`config.mk`:
```
export PLATFORM = sky130hd
export DESIGN_NAME = id_imm_decode_stage_flat
export DESIGN_NICKNAME = d
export VERILOG_FILES = /design/src/rtl/id_imm_decode_stage_pkg.sv /design/src/rtl/id_imm_decode_stage_if.sv /design/src/rtl/id_imm_decode_stage_comb.sv /design/src/rtl/id_imm_decode_stage.sv /design/src/flat_wrapper.sv
export SDC_FILE = /design/constraint.sdc
export NUM_CORES = 1
export LEC_CHECK = 0
export BUFFER_PORTS_ARGS = -buffer_cell sky130_fd_sc_hd__clkbuf_2
export CAP_MARGIN = 30
export CORE_AREA = 3 3 65 67
export CTS_CLUSTER_SIZE = 16
export DETAILED_ROUTE_END_ITERATION = 8
export DIE_AREA = 0 0 68 70
export PLACE_DENSITY_LB_ADDON = 0.15
export SYNTH_ARGS = -nofsm -noshare
export SYNTH_HDL_FRONTEND = slang
export SYNTH_SLANG_ARGS = --single-unit
```
`constraint.sdc`:
```
create_clock -name clk -period 3.7 [get_ports clk]
set_input_delay 0.37 -clock clk [delete_from_list [all_inputs] [get_ports clk]]
set_output_delay 0.37 -clock clk [all_outputs]
set_load 0.1 [all_outputs]
```
`src/rtl/id_imm_decode_stage_pkg.sv`:
```
// id_pkg: shared opcodes, ALU codes, FSM state codes and control-word packing for id_imm_decode_stage.
// Revision 1.0
`default_nettype none

package id_pkg;

  typedef enum logic [2:0] {
    OP_NOP  = 3'b000,
    OP_ADDI = 3'b001,
    OP_SUBI = 3'b010,
    OP_ANDI = 3'b011,
    OP_PFX  = 3'b100,
    OP_ORI  = 3'b101,
    OP_XORI = 3'b110,
    OP_ILL  = 3'b111
  } op_e;

  localparam logic [5:0] ALU_NOP  = 6'b000000;
  localparam logic [5:0] ALU_ADDI = 6'b101001;
  localparam logic [5:0] ALU_SUBI = 6'b101101;
  localparam logic [5:0] ALU_ANDI = 6'b010001;
  localparam logic [5:0] ALU_ORI  = 6'b011101;
  localparam logic [5:0] ALU_XORI = 6'b001101;

  localparam logic [6:0] MISC_ALU = 7'b0000100;

  localparam logic [0:0] ST_IDLE = 1'b0;
  localparam logic [0:0] ST_PFX  = 1'b1;

  // Packs {alu, dst, src, misc} into the low 13+2*aw bits; register fields are aw bits wide.
  function automatic logic [63:0] cw_pack(input logic [5:0] alu, input logic [15:0] dst,
                                          input logic [15:0] src, input logic [6:0] misc,
                                          input int aw);
    logic [63:0] r;
    r = 64'(alu);
    r = (r << aw) | 64'(dst);
    r = (r << aw) | 64'(src);
    r = (r << 7) | 64'(misc);
    return r;
  endfunction

endpackage

`default_nettype wire

```
`src/rtl/id_imm_decode_stage_if.sv`:
```
// id_if: instruction-in / control-word-out handshake bundle of the immediate decode stage.
// Revision 1.0
`default_nettype none

interface id_if #(
  parameter int REG_AW = 3,
  parameter int IMM_W  = 8,
  parameter int DATA_W = 16
);
  localparam int IW   = 3 + REG_AW + IMM_W;
  localparam int CW_W = 13 + 2 * REG_AW;

  logic              in_valid;
  logic              in_ready;
  logic [IW-1:0]     instr;
  logic              out_valid;
  logic              out_ready;
  logic [CW_W-1:0]   cw_out;
  logic [DATA_W-1:0] lit_out;
  logic              illegal_out;

  modport master (
    output in_valid, instr, out_ready,
    input  in_ready, out_valid, cw_out, lit_out, illegal_out
  );

  modport slave (
    input  in_valid, instr, out_ready,
    output in_ready, out_valid, cw_out, lit_out, illegal_out
  );
endinterface

`default_nettype wire

```
`src/rtl/id_imm_decode_stage_comb.sv`:
```
// id_imm_decode_comb: combinational opcode classifier feeding the decode stage.
// Revision 1.0
`default_nettype none

module id_imm_decode_comb
  import id_pkg::*;
#(
  parameter bit PFX_EN = 1'b1
) (
  input  logic [2:0] op,
  output logic [5:0] alu,
  output logic [6:0] misc,
  output logic       is_alu,
  output logic       is_nop,
  output logic       is_prefix,
  output logic       is_illegal
);

  always_comb begin
    alu        = ALU_NOP;
    misc       = 7'b0;
    is_alu     = 1'b0;
    is_nop     = 1'b0;
    is_prefix  = 1'b0;
    is_illegal = 1'b0;
    case (op_e'(op))
      OP_NOP:  is_nop = 1'b1;
      OP_ADDI: begin alu = ALU_ADDI; misc = MISC_ALU; is_alu = 1'b1; end
      OP_SUBI: begin alu = ALU_SUBI; misc = MISC_ALU; is_alu = 1'b1; end
      OP_ANDI: begin alu = ALU_ANDI; misc = MISC_ALU; is_alu = 1'b1; end
      OP_ORI:  begin alu = ALU_ORI;  misc = MISC_ALU; is_alu = 1'b1; end
      OP_XORI: begin alu = ALU_XORI; misc = MISC_ALU; is_alu = 1'b1; end
      // With no room for upper literal bits a PREFIX has no meaning.
      OP_PFX: begin
        if (PFX_EN) is_prefix = 1'b1;
        else        is_illegal = 1'b1;
      end
      default: is_illegal = 1'b1;
    endcase
  end

endmodule

`default_nettype wire

```
`src/rtl/id_imm_decode_stage.sv`:
```
// id_imm_decode_stage: registered, handshaked immediate-ALU decode with PREFIX literal extension.
// Revision 1.0
`default_nettype none

module id_imm_decode_stage
  import id_pkg::*;
#(
  parameter int REG_AW   = 3,
  parameter int IMM_W    = 8,
  parameter int DATA_W   = 16,
  parameter int SIGN_EXT = 0,
  parameter int CNT_W    = 8
) (
  input  logic             clk,
  input  logic             rst_n,
  input  logic             flush,
  id_if.slave              bus,
  output logic             prefix_pending,
  output logic [CNT_W-1:0] illegal_cnt
);

  localparam int IW   = 3 + REG_AW + IMM_W;
  localparam int CW_W = 13 + 2 * REG_AW;
  localparam int PW   = DATA_W - IMM_W;
  localparam int PW_R = (PW > 0) ? PW : 1;

  logic [2:0]        w_op;
  logic [REG_AW-1:0] w_reg;
  logic [IMM_W-1:0]  w_imm;
  logic [5:0]        w_alu;
  logic [6:0]        w_misc;
  logic              w_is_alu, w_is_nop, w_is_prefix, w_is_illegal;
  logic              w_accept, w_sext;
  logic [DATA_W-1:0] w_pfx_lit, w_ext_lit, w_lit;
  logic [PW_R-1:0]   w_pfx_next;
  logic [CW_W-1:0]   w_cw;
  logic [0:0]        r_state, w_state_nxt;
  logic [PW_R-1:0]   r_pfx;

  assign w_op  = bus.instr[IW-1 -: 3];
  assign w_reg = bus.instr[IMM_W +: REG_AW];
  assign w_imm = bus.instr[IMM_W-1:0];

  id_imm_decode_comb #(.PFX_EN(PW > 0)) u_comb (
    .op         (w_op),
    .alu        (w_alu),
    .misc       (w_misc),
    .is_alu     (w_is_alu),
    .is_nop     (w_is_nop),
    .is_prefix  (w_is_prefix),
    .is_illegal (w_is_illegal)
  );

  assign bus.in_ready   = !bus.out_valid || bus.out_ready;
  assign w_accept       = bus.in_valid && bus.in_ready && !flush;
  assign w_sext         = (SIGN_EXT != 0) && ((w_op == OP_ADDI) || (w_op == OP_SUBI));
  assign prefix_pending = (r_state == ST_PFX);

  generate
    if (PW > 0) begin : g_pfx
      // The low PW bits of {reg, imm} are simply the low PW bits of the instruction.
      assign w_pfx_next = bus.instr[PW-1:0];
      assign w_pfx_lit  = {r_pfx, w_imm};
      assign w_ext_lit  = w_sext ? {{PW{w_imm[IMM_W-1]}}, w_imm} : {{PW{1'b0}}, w_imm};
    end else begin : g_no_pfx
      assign w_pfx_next = '0;
      assign w_pfx_lit  = w_imm;
      assign w_ext_lit  = w_imm;
    end
  endgenerate

  always_comb begin
    w_cw  = '0;
    w_lit = '0;
    if (w_is_alu) begin
      w_cw  = CW_W'(cw_pack(w_alu, 16'(w_reg), 16'(w_reg), w_misc, REG_AW));
      w_lit = (r_state == ST_PFX) ? w_pfx_lit : w_ext_lit;
    end else if (w_is_nop) begin
      w_lit = '1;
    end
  end

  // NOP leaves a pending prefix in place; ALU ops consume it, illegal ops discard it.
  always_comb begin
    w_state_nxt = r_state;
    if (w_is_prefix)                    w_state_nxt = ST_PFX;
    else if (w_is_alu || w_is_illegal)  w_state_nxt = ST_IDLE;
  end

  always_ff @(posedge clk or negedge rst_n) begin
    if (!rst_n) begin
      r_state         <= ST_IDLE;
      r_pfx           <= '0;
      bus.out_valid   <= 1'b0;
      bus.cw_out      <= '0;
      bus.lit_out     <= '0;
      bus.illegal_out <= 1'b0;
    end else if (flush) begin
      r_state         <= ST_IDLE;
      r_pfx           <= '0;
      bus.out_valid   <= 1'b0;
      bus.illegal_out <= 1'b0;
    end else begin
      if (w_accept) begin
        r_state <= w_state_nxt;
        if (w_is_prefix) r_pfx <= w_pfx_next;
      end
      if (w_accept && !w_is_prefix) begin
        bus.out_valid   <= 1'b1;
        bus.cw_out      <= w_cw;
        bus.lit_out     <= w_lit;
        bus.illegal_out <= w_is_illegal;
      end else if (bus.out_ready) begin
        bus.out_valid   <= 1'b0;
      end
    end
  end

  always_ff @(posedge clk or negedge rst_n) begin
    if (!rst_n) begin
      illegal_cnt <= '0;
    end else if (w_accept && w_is_illegal && (illegal_cnt != {CNT_W{1'b1}})) begin
      illegal_cnt <= illegal_cnt + 1'b1;
    end
  end

endmodule

`default_nettype wire

```
`src/flat_wrapper.sv`:
```
// flat-port wrapper written by rule: the top's interface ports become plain ports
module id_imm_decode_stage_flat import id_pkg::*;
#(
  parameter int REG_AW   = 3,
  parameter int IMM_W    = 8,
  parameter int DATA_W   = 16,
  parameter int SIGN_EXT = 0,
  parameter int CNT_W    = 8
)
  (clk, rst_n, flush, prefix_pending, illegal_cnt, bus_in_valid, bus_instr, bus_out_ready, bus_in_ready, bus_out_valid, bus_cw_out, bus_lit_out, bus_illegal_out);
  id_if #(.REG_AW(REG_AW), .IMM_W(IMM_W), .DATA_W(DATA_W)) bus_i ();
  input  logic clk;
  input  logic rst_n;
  input  logic flush;
  output logic prefix_pending;
  output logic [CNT_W-1:0] illegal_cnt;
  input wire logic [$bits(bus_i.in_valid)-1:0] bus_in_valid;
  input wire logic [$bits(bus_i.instr)-1:0] bus_instr;
  input wire logic [$bits(bus_i.out_ready)-1:0] bus_out_ready;
  output wire logic [$bits(bus_i.in_ready)-1:0] bus_in_ready;
  output wire logic [$bits(bus_i.out_valid)-1:0] bus_out_valid;
  output wire logic [$bits(bus_i.cw_out)-1:0] bus_cw_out;
  output wire logic [$bits(bus_i.lit_out)-1:0] bus_lit_out;
  output wire logic [$bits(bus_i.illegal_out)-1:0] bus_illegal_out;
  assign bus_i.in_valid = bus_in_valid;
  assign bus_i.instr = bus_instr;
  assign bus_i.out_ready = bus_out_ready;
  assign bus_in_ready = bus_i.in_ready;
  assign bus_out_valid = bus_i.out_valid;
  assign bus_cw_out = bus_i.cw_out;
  assign bus_lit_out = bus_i.lit_out;
  assign bus_illegal_out = bus_i.illegal_out;
  id_imm_decode_stage #(.REG_AW(REG_AW), .IMM_W(IMM_W), .DATA_W(DATA_W), .SIGN_EXT(SIGN_EXT), .CNT_W(CNT_W)) u_core (.clk(clk), .rst_n(rst_n), .flush(flush), .bus(bus_i), .prefix_pending(prefix_pending), .illegal_cnt(illegal_cnt));
endmodule
```
==> After elaboration in Yosys (flattened, before gate mapping) <==
Cells that the tools add are included.
{ "totals": {"inputBits": 19, "output_inout_bits": 47, "reg_bits": 54, "elab_cells": 62} }
{ "op_classes": {"reduce_logical": 21, "n_mux": 22, "add_sub_neg": 1, "n_eq_ne": 7, "bitwise": 4} }
{ "op_table": {"columns": ["op", "n"], "rows": [
  ["two-way mux 16 bit", 3],
  ["one-hot mux 6 bit (5 select lines)", 1],
  ["two-way mux 8 bit", 3],
  ["two-way mux 19 bit", 1],
  ["bitwise OR 19 x 3 -> 19 bit", 1],
  ["two-way mux 1 bit", 13],
  ["bitwise OR 12 x 3 -> 12 bit", 1],
  ["equality test 3 bit (second input constant)", 3],
  ["bitwise OR 9 x 3 -> 9 bit", 1],
  ["adder 8 x 1 -> 8 bit (second input constant)", 1],
  ["!= test 8 bit (second input constant)", 1],
  ["OR reduction 7 bit", 1],
  ["equality test 3 x 2 -> 1 bit (second input constant)", 2],
  ["AND reduction 2 bit", 3],
  ["nonzero test 2 bit", 3],
  ["nonzero test 3 bit", 2],
  ["logical AND 1 bit", 5],
  ["OR reduction 5 bit", 1],
  ["equality test 3 x 1 -> 1 bit (second input constant)", 1],
  ["zero test 1 bit", 3],
  ["zero test 3 bit", 1],
  ["two-way mux 3 bit", 1],
  ["logical OR 1 bit", 2],
  ["inverter 1 bit", 1]
]} }

==> Longest topological paths before layout <==
Gate-level depths: netlist (run 1).
{ "depth": {"ltp_word": 8, "ltp_mapped": 6} }

==> Cells and area by module <==
Synthesis (run 1) repeated with hierarchy kept, for this count alone.
{ "unflattened": {"hier_cells": 238, "area_unflattened_um2": 2329.7} }
{ "modules_own_cells": {"columns": ["module", "cells_each", "seq_area_each_um2", "area_each_um2", "n_inst"], "rows": [
  ["id_imm_decode_stage", 216, 1276.2, 2179.6, 1],
  ["id_imm_decode_comb", 22, 0.0, 150.1, 1]
]} }

==> Worst setup path before layout (run 1) <==
No wires, ideal clock.
{ "synth_path": {"kind": "reg-to-reg", "from": "register u_core.bus.out_valid", "to": "register u_core.bus.lit_out[10]", "stages_incl_launch_ff": 7, "path_buffers": 1, "setup_slack_ns": 1.313, "arrival_ns": 2.318, "path_cell_list": "dfrtp_1 and2b_4 inv_2 nand2_2 nor4_4 buf_4 a221o_1"} }
{ "synth_between": {"elab_chain_cells": 6} }
{ "synth_lines": {"columns": ["element", "line_no", "text"], "rows": [
  ["from (decl)", "id_imm_decode_stage_if.sv:29", "output in_ready, out_valid, cw_out, lit_out, illegal_out"],
  ["from (signal assigned)", "id_imm_decode_stage.sv:94", "bus.out_valid <= 1'b0;"],
  ["from (signal assigned)", "id_imm_decode_stage.sv:101", "bus.out_valid <= 1'b0;"],
  ["from (signal assigned)", "id_imm_decode_stage.sv:109", "bus.out_valid <= 1'b1;"],
  ["zero test 1 bit", "id_imm_decode_stage.sv:54", "assign bus.in_ready = !bus.out_valid || bus.out_ready;"],
  ["logical OR 1 bit", "id_imm_decode_stage.sv:54", null],
  ["via bus_in_ready", "flat_wrapper.sv:20", "output wire logic [$bits(bus_i.in_ready)-1:0] bus_in_ready;"],
  ["logical AND 1 bit (2 in series)", "id_imm_decode_stage.sv:55", "assign w_accept = bus.in_valid && bus.in_ready && !flush;"],
  ["logical AND 1 bit", "id_imm_decode_stage.sv:108", "if (w_accept && !w_is_prefix) begin"],
  ["AND reduction 2 bit (no source line)", null, null],
  ["to (signal assigned)", "id_imm_decode_stage.sv:111", "bus.lit_out <= w_lit;"],
  ["to (decl)", "id_imm_decode_stage_if.sv:29", null]
]} }
The timed path passes the listed nets, and every way through them passes these cells.
A chain may end at the register's enable or synchronous reset.

==> Final worst setup path (run 1) <==
{ "layout_path": {"from": "register u_core.bus.out_valid", "to": "output bus_in_ready"} }
{ "layout_between": {"elab_chain_cells": 2} }
{ "layout_lines": {"columns": ["element", "line_no"], "rows": [
  ["zero test 1 bit", "id_imm_decode_stage.sv:54"],
  ["logical OR 1 bit", "id_imm_decode_stage.sv:54"],
  ["to (decl)", "flat_wrapper.sv:20"]
]} }
No other way between the ends.

==> results of run 1 <==
-- metal layers --
metal	GRT usage	up-vias	wire (um)	part of all wire
li1	-	694	-	-
met1	0.224	727	1730	0.44
met2	0.296	38	1950	0.49
met3	0.0627	7	220	0.056
met4	0.0596	0	59	0.015
met5	0	-	0	0
-- worst max-delay path, stage by stage, from the launching register on --
cell and delay, ps:
dfrtp_1 380, and2b_4 190, inv_2 110, clkbuf_2 470
-- through the flow --
stage,cell area [um^2],util
floorplan,1990,-
global placement,2200,0.595
detailed placement,2220,0.603
CTS,2340,0.633
global route,2340,0.633
finish,2340,0.633
-- logic make-up after synthesis --
| family | count (synthesis) | share of synthesized area |
|---|---|---|
| simple gates | 41 | 0.143 |
| mux | 1 | 0.00573 |
| other cells | 1 | 0.00191 |
| buf+inv | 22 | 0.0796 |
| fa+ha+maj | 1 | 0.00637 |
| xor+xnor | 7 | 0.0312 |
| flops | 43 | 0.548 |
| compound gates | 43 | 0.184 |
-- registers in the layout, summed over array words and instances, names as in the netlist --
| signal | flops |
|---|---|
| u_core.illegal_cnt | 8 |
| u_core.prefix_pending | 1 |
| u_core.bus.out_valid | 1 |
| u_core.r_pfx | 8 |
| u_core.bus.illegal_out | 1 |
| u_core.bus.lit_out | 16 |
| u_core.bus.cw_out | 8 |
-- report_power, final --
part / internal, W / total (W) / switching, W
Combinational: 0.000109 / 0.000738 / 0.000629
Sequential: 0.000531 / 0.000580 / 0.0000493
Clock: 0.000201 / 0.000368 / 0.000167
-- how the worst max path moves through the flow --
stage                          from                endpoint  slack [ps]  cells past startpoint
2_1_floorplan  u_core.bus.out_valid  u_core.bus.lit_out[10]        1310                      6
3_3_place_gp          bus_instr[11]  u_core.bus.lit_out[14]        1800                      5
3_5_place_dp          bus_instr[11]   u_core.bus.lit_out[9]        1730                      5
4_1_cts        u_core.bus.out_valid            bus_in_ready        1860                      3
5_1_grt        u_core.bus.out_valid   u_core.bus.lit_out[5]        1820                      5
6_report       u_core.bus.out_valid            bus_in_ready        1870                      3
-- synth_stat cells, drive strengths merged --
library cell  instances  share of area
nand2                10          0.020
and3                  1         0.0057
nor2                  7          0.016
ha                    1         0.0064
nand3b                1         0.0038
or3                   1         0.0032
a21oi                 6          0.015
xor2                  7          0.031
nor4b                 1          0.012
a22o                 11          0.049
buf                  18          0.072
and2                  1         0.0045
nand4                 1         0.0032
nor3                  4          0.013
dfrtp                43           0.55
mux2                  1         0.0057
nor3b                 1         0.0038
nand3                 5          0.019
conb                  1         0.0019
o311ai                1         0.0045
a221o                18          0.092
or2                   1         0.0045
nand2b                1         0.0045
o21ai                 1         0.0025
o31ai                 1         0.0038
a21o                  1         0.0038
nor4                  4          0.020
a211oi                1         0.0038
o22ai                 3         0.0096
inv                   4         0.0076
and2b                 2         0.0096
-- cell type report --
cell class	instances	area [um^2]	share of cell area
clock buffers	5	68.8	0.0295
well taps	48	60.1	0.0257
inverters	4	15.0	0.00643
flip-flops and latches	43	1080	0.461
multi-input cells	100	754	0.323
repair buffers	59	318	0.136
clock inverters	3	43.8	0.0187
==> flow_summary.yaml, run 1 <==
final_layout:
  num_antenna_cells: 0
  stdcell_count: 262
  mostFrequentLayoutCell: "clkbuf_2"
  drive_above_1_share: 0.383
  area_growth_pct: 18.9
  fin_nets: 233
  final_cell_mix: "clkbuf_2, dfrtp_1, a221o_1, a22o_1, nand2_1"
  n_fill_cell: 308
timing:
  slew_viol_final: 0
  worst_slack_ps: 1870
  worst_pin_slew_ps: 806
  tns_ps: 0
  clock_skew_ps: 5.53
  period_minus_slack_ps: 1830
  whs_ps: 25.5
  rsz0062_at_grt: "no"
  slew_headroom: 0.459
  period_share: 0.493
  finalSetupViolCount: 0
  hold_viol_final: 0
  fmax_mhz: 548
worst_setup_path:
  end_kind: "primary output"
  r2r_cells: 5
  reg2reg_setup_slack_ps: 1940
  cp-start-kind: "register"
  worstReg2RegStart: "u_core.bus.out_valid"
  critPathMaxFanout: 5
  cp.required_ps: 3330
  cp_data_arrival_time_ps: 1460
  criticalPathCategory: "reg2out"
  timing.rr.end: "u_core.bus.lit_out[5]"
synth:
  yosysWarnings: 0
  synth.distinct_cells: 40
  netlist_area_um2: 1960
  yosysSeqAreaShare: 0.548
  synthCells: 159
  ys_ff_latch: 43
  syn_area_per_cell_um2: 12.4
grt:
  grtUsageTotal: 0.183
  gr-total-overflow: 0
  grt_max_degree: 25
  grt_antenna_before_repair: 0
  grt_pass1_wl_um: 6580
  first_global_vias: 1414
routing:
  postRouteAntennaNets: 0
  routed_wl_um: 3960
  vias: 1466
  drc_errors: 0
  avgViaCountPerCell: 5.60
  first_iter_violations: 150
  drt_pass1_iterations: 4
  wl_per_cell_um: 15.1
floorplanning:
  coreArea_um2: 3690
  initial_core_util: 0.533
  ios: 66
  rows: 22
  die_x_um: 68
  fp.dieH_um: 70
  dieArea_um2: 4760
clock_tree:
  cts.clk_slew.worst_paths_ps: 80
  hold_buffers: 0
  clock_latency_ps: 300
  cts_root_buf: "clkbuf_8"
  clock-sinks: 43
  h-tree-depth: 2
  ctsResizeCount: 0
  clockBufferDepth: 2
  cts_tree: "built"
  cts_buffers: 5
  cts_setup_buffers: 0
pwr:
  power_density_nw_per_um2: 722
  irDropWorstVdd_mv: 0.626
  power.leakage_nw: 1.19
  power.total_w: 0.00169
place:
  place_ws_ps: 1730
  place_inst: 254
  gp_congestion: 0.834
  hpwl_um: 3050
  io_buffers: 58
run_status:
  status: "finished clean"
worst_hold_path:
  hold_class: "in2async"
flow_run:
  max_cap_viol_count: 0
Power figures use the tool's default switching activity.
==> run 2, diff against run 1 <==
CORE_AREA = 3 3 67 69   (was 3 3 65 67)
DIE_AREA = 0 0 70 72   (was 0 0 68 70)
clock period = 1.75 ns   (was 3.7 ns; I/O delays follow)
==> flow_summary.yaml, run 2 (synthesis results as in run 1) <==
grt:
  grt_antenna_before_repair: 0
  gr-total-overflow: 0
  grt_max_degree: 19
  first_global_vias: 1478
  grt_pass1_wl_um: 7230
  grtUsageTotal: 0.180
floorplanning:
  ios: 66
  die_x_um: 70
  fp.dieH_um: 72
  dieArea_um2: 5040
  initial_core_util: 0.495
  coreArea_um2: 3970
  rows: 23
timing:
  period_minus_slack_ps: 1590
  whs_ps: 107
  rsz0062_at_grt: "no"
  worst_slack_ps: 159
  slew_viol_final: 0
  fmax_mhz: 629
  period_share: 0.909
  clock_skew_ps: 5.05
  worst_pin_slew_ps: 642
  finalSetupViolCount: 0
  slew_headroom: 0.572
  hold_viol_final: 0
pwr:
  power_density_nw_per_um2: 1450
  power.total_w: 0.00347
  power.leakage_nw: 1.19
  irDropWorstVdd_mv: 0.768
worst_setup_path:
  cp.depth: 5
  cp_data_arrival_time_ps: 1780
  crit_chain: "ha_1, nand3_1, nor3_2, nor2_2, mux2_1"
  critical-path-slowest-cell: "dfrtp_4"
  cp.required_ps: 1940
  max_stage_delay_ps: 440
  critPathMaxFanout: 5
  cp-start-kind: "register"
  crit_family: "simple AND/OR/NAND/NOR gates"
  r2r_cells: 5
  criticalPathCategory: "reg2reg"
  crit_buf_inv: 0
  end_kind: "register"
routing:
  drt_pass1_iterations: 4
  first_iter_violations: 99
  postRouteAntennaNets: 0
  avgViaCountPerCell: 5.39
  vias: 1454
  drc_errors: 0
  wl_per_cell_um: 15.8
  routed_wl_um: 4260
clock_tree:
  cts_root_buf: "clkbuf_8"
  clockBufferDepth: 2
  cts_buffers: 5
  clock_latency_ps: 290
  cts_setup_buffers: 0
  cts.clk_slew.worst_paths_ps: 90
  cts_tree: "built"
  h-tree-depth: 2
  clock-sinks: 43
place:
  gp_congestion: 0.792
  place_area_um2: 2290
  hpwl_um: 3260
  place_ws_ps: 101
  io_buffers: 58
flow_run:
  max_cap_viol_count: 0
final_layout:
  final_cell_mix: "clkbuf_2, dfrtp_1, a221o_1, a22o_1, nand2_1"
  stdcell_area_um2: 2400
  mostFrequentLayoutCell: "clkbuf_2"
  fin_nets: 239
  num_antenna_cells: 0
  drive_above_1_share: 0.445
  largest_reg_flops: 16
  regMostFlops: "u_core.bus.lit_out"
  area_growth_pct: 22.1
worst_hold_path:
  min_path_cells: 2
  hold_class: "in2reg"
run_status:
  status: "finished clean"
## run 2: changes by cell type in the layout (fill, tap and decap cells not counted), sizes merged
cell,previous run,this run
bufinv,1,0
dlygate4sd3,0,1
inv,4,5
clkinv,2,0
clkbuf,63,62
buf,1,7
clkinvlp,0,2
## run 2: metal layers
layer	track usage	up-vias	wire [um]
li1	-	700	-
met1	0.239	699	1860
met2	0.285	49	2070
met3	0.0443	6	259
met4	0.0723	0	66
met5	0	-	0
## run 2: worst paths after layout
check	to	from	slack, ps
max reg2reg	u_core.illegal_cnt[1]	u_core.illegal_cnt[0]	160
min reg2reg	u_core.illegal_cnt[7]	u_core.illegal_cnt[7]	500
min in group asynchronous	u_core.illegal_cnt[2]	rst_n	340
max in group asynchronous	u_core.bus.lit_out[7]	rst_n	840
min	u_core.bus.cw_out[11]	bus_instr[9]	110
max	u_core.illegal_cnt[1]	u_core.illegal_cnt[0]	160
## run 2: timing repair
item	in CTS	in global routing
hold buffers	1	0
gates resized for setup	0	1
setup endpoints to repair	0	8
endpoints found under the hold margin	16	0
## run 2: where the power goes
| group | switching [W] | internal, W | total (W) |
|---|---|---|---|
| sequential | 0.000102 | 0.00114 | 0.00124 |
| combinational | 0.00134 | 0.000238 | 0.00158 |
| clock | 0.000363 | 0.000285 | 0.000648 |
| total | 0.00181 | 0.00166 | 0.00347 |
## run 2: layout make-up
class / instances / area, um^2
clock inverters: 3 / 23.8
inverters: 4 / 27.5
flip-flops and latches: 43 / 1090
clock buffers: 5 / 68.8
multi-input cells: 100 / 773
repair buffers: 65 / 348
fillers: 345 / 1570
well taps: 50 / 62.6
## run 2: worst reg2reg max path, delay by kind of cell (launching register included)
kind / cells / cell delay, ps
DFF: 1 / 440
muxes: 1 / 310
adders and majority gates: 1 / 170
and+or+nand+nor: 3 / 570
## run 2: per-stage QoR
step,setup TNS (ps),instances,utilization
2_1_floorplan,-658,165,-
3_3_place_gp,0,261,0.578
3_5_place_dp,0,261,0.578
4_1_cts,0,270,0.603
5_1_grt,0,270,0.604
6_report,0,270,0.604
==> run 3, diff against run 2 <==
clock period = 1.65 ns   (was 1.75 ns; I/O delays follow)
==> flow_summary.yaml, run 3 (synthesis results as in run 1) <==
run_status:
  status: "finished clean"
pwr:
  power.leakage_nw: 1.26
  power_density_nw_per_um2: 1440
  irDropWorstVdd_mv: 1.39
final_layout:
  largest_reg_flops: 16
  final_cell_mix: "clkbuf_2, dfrtp_1, a221o_1, buf_4, a22o_1"
  area_growth_pct: 31.3
  regMostFlops: "u_core.bus.lit_out"
  n_fill_cell: 330
  stdcell_area_um2: 2580
  register_area_um2: 1100
  multi_input_area_um2: 878
  fin_nets: 246
  num_antenna_cells: 0
  mostFrequentLayoutCell: "clkbuf_2"
  stdcell_count: 277
  drive_above_1_share: 0.498
clock_tree:
  h-tree-depth: 2
  clock_latency_ps: 290
  cts_buffers: 5
  clockBufferDepth: 2
  cts_root_buf: "clkbuf_8"
  clock-sinks: 43
  cts_tree: "built"
  cts.clk_slew.worst_paths_ps: 80
routing:
  postRouteAntennaNets: 0
  routed_wl_um: 4760
  drc_errors: 0
  drt_pass1_iterations: 4
  first_iter_violations: 120
  wl_per_cell_um: 17.2
  vias: 1520
  avgViaCountPerCell: 5.49
worst_setup_path:
  critPathMaxFanout: 5
  end_kind: "register"
  cp_data_arrival_time_ps: 1700
  critical-path-slowest-cell: "dfrtp_4"
  r2r_cells: 5
  criticalPathCategory: "reg2reg"
  cp.required_ps: 1820
  max_stage_delay_ps: 450
  crit_chain: "ha_4, nand3_4, nor3_4, nor2_4, mux2_1"
  cp-start-kind: "register"
timing:
  rsz0062_at_grt: "no"
  fmax_mhz: 653
  worst_pin_slew_ps: 549
  finalSetupViolCount: 0
  hold_viol_final: 0
  slew_headroom: 0.634
  clock_skew_ps: 7.38
  whs_ps: 107
  slew_viol_final: 0
  period_share: 0.928
  period_minus_slack_ps: 1530
floorplanning:
  fp.dieH_um: 72
  ios: 66
  initial_core_util: 0.495
  rows: 23
  coreArea_um2: 3970
  dieArea_um2: 5040
  die_x_um: 70
place:
  place_inst: 265
  gp_congestion: 0.808
  hpwl_um: 3570
  io_buffers: 58
  place_area_um2: 2450
flow_run:
  max_cap_viol_count: 0
worst_hold_path:
  hold_class: "in2reg"
  min_path_cells: 2
grt:
  gr-total-overflow: 0
  grtUsageTotal: 0.191
  grt_antenna_before_repair: 0
  grt_max_degree: 44
  first_global_vias: 1512
  grt_pass1_wl_um: 7650
[run 3: critical path, delay by kind of cell (launching register included)]
| kind | cells | cell delay (ps) |
|---|---|---|
| and+or+nand+nor | 3 | 500 |
| DFF | 1 | 450 |
| adders and majority gates | 1 | 150 |
| muxes | 1 | 310 |
[run 3: cell type report]
class	count	share of cell area
clock inverters	2	0.00485
inverters	4	0.0107
repair buffers	72	0.165
clock buffers	6	0.0281
well taps	50	0.0243
multi-input cells	100	0.341
flip-flops and latches	43	0.426
[run 3: power by group]
group          switching, W  internal, W
logic               0.00144     0.000279
registers          0.000131      0.00121
clock network      0.000357     0.000296
total               0.00193      0.00179
[run 3: metal layers]
metal,global-route usage,routed length (um),part of all wire
met5,0,0,0
met4,0.0511,44,0.0093
met3,0.0346,203,0.043
met2,0.341,2570,0.54
met1,0.241,1940,0.41
[run 3: final timing paths]
path	start	to	slack, ps
min in group asynchronous	rst_n	u_core.bus.lit_out[0]	480
worst min register to register	u_core.illegal_cnt[7]	u_core.illegal_cnt[7]	490
worst max register to register	u_core.illegal_cnt[0]	u_core.illegal_cnt[1]	120
max in group asynchronous	rst_n	u_core.illegal_cnt[0]	750
worst max-delay path	u_core.illegal_cnt[0]	u_core.illegal_cnt[1]	120
worst min-delay path	bus_instr[5]	u_core.r_pfx[5]	110
[run 3: stage by stage]
step	utilization	setup TNS [ps]	power, W	setup slack [ps]
final	0.649	0	0.00371	119
after global routing	0.649	0	0.00386	55.8
after CTS	0.641	0	0.00373	56.5
after detailed placement	0.618	0	0.00308	50.4
after global placement	0.618	0	0.00305	100
after floorplan	-	-1850	0.00282	-165
[run 3: repair_timing]
action,CTS,global route
hold buffers,1,0
endpoints found under the setup margin,0,4
setup buffers,0,3
resized for setup,0,2
endpoints found under the hold margin,43,0
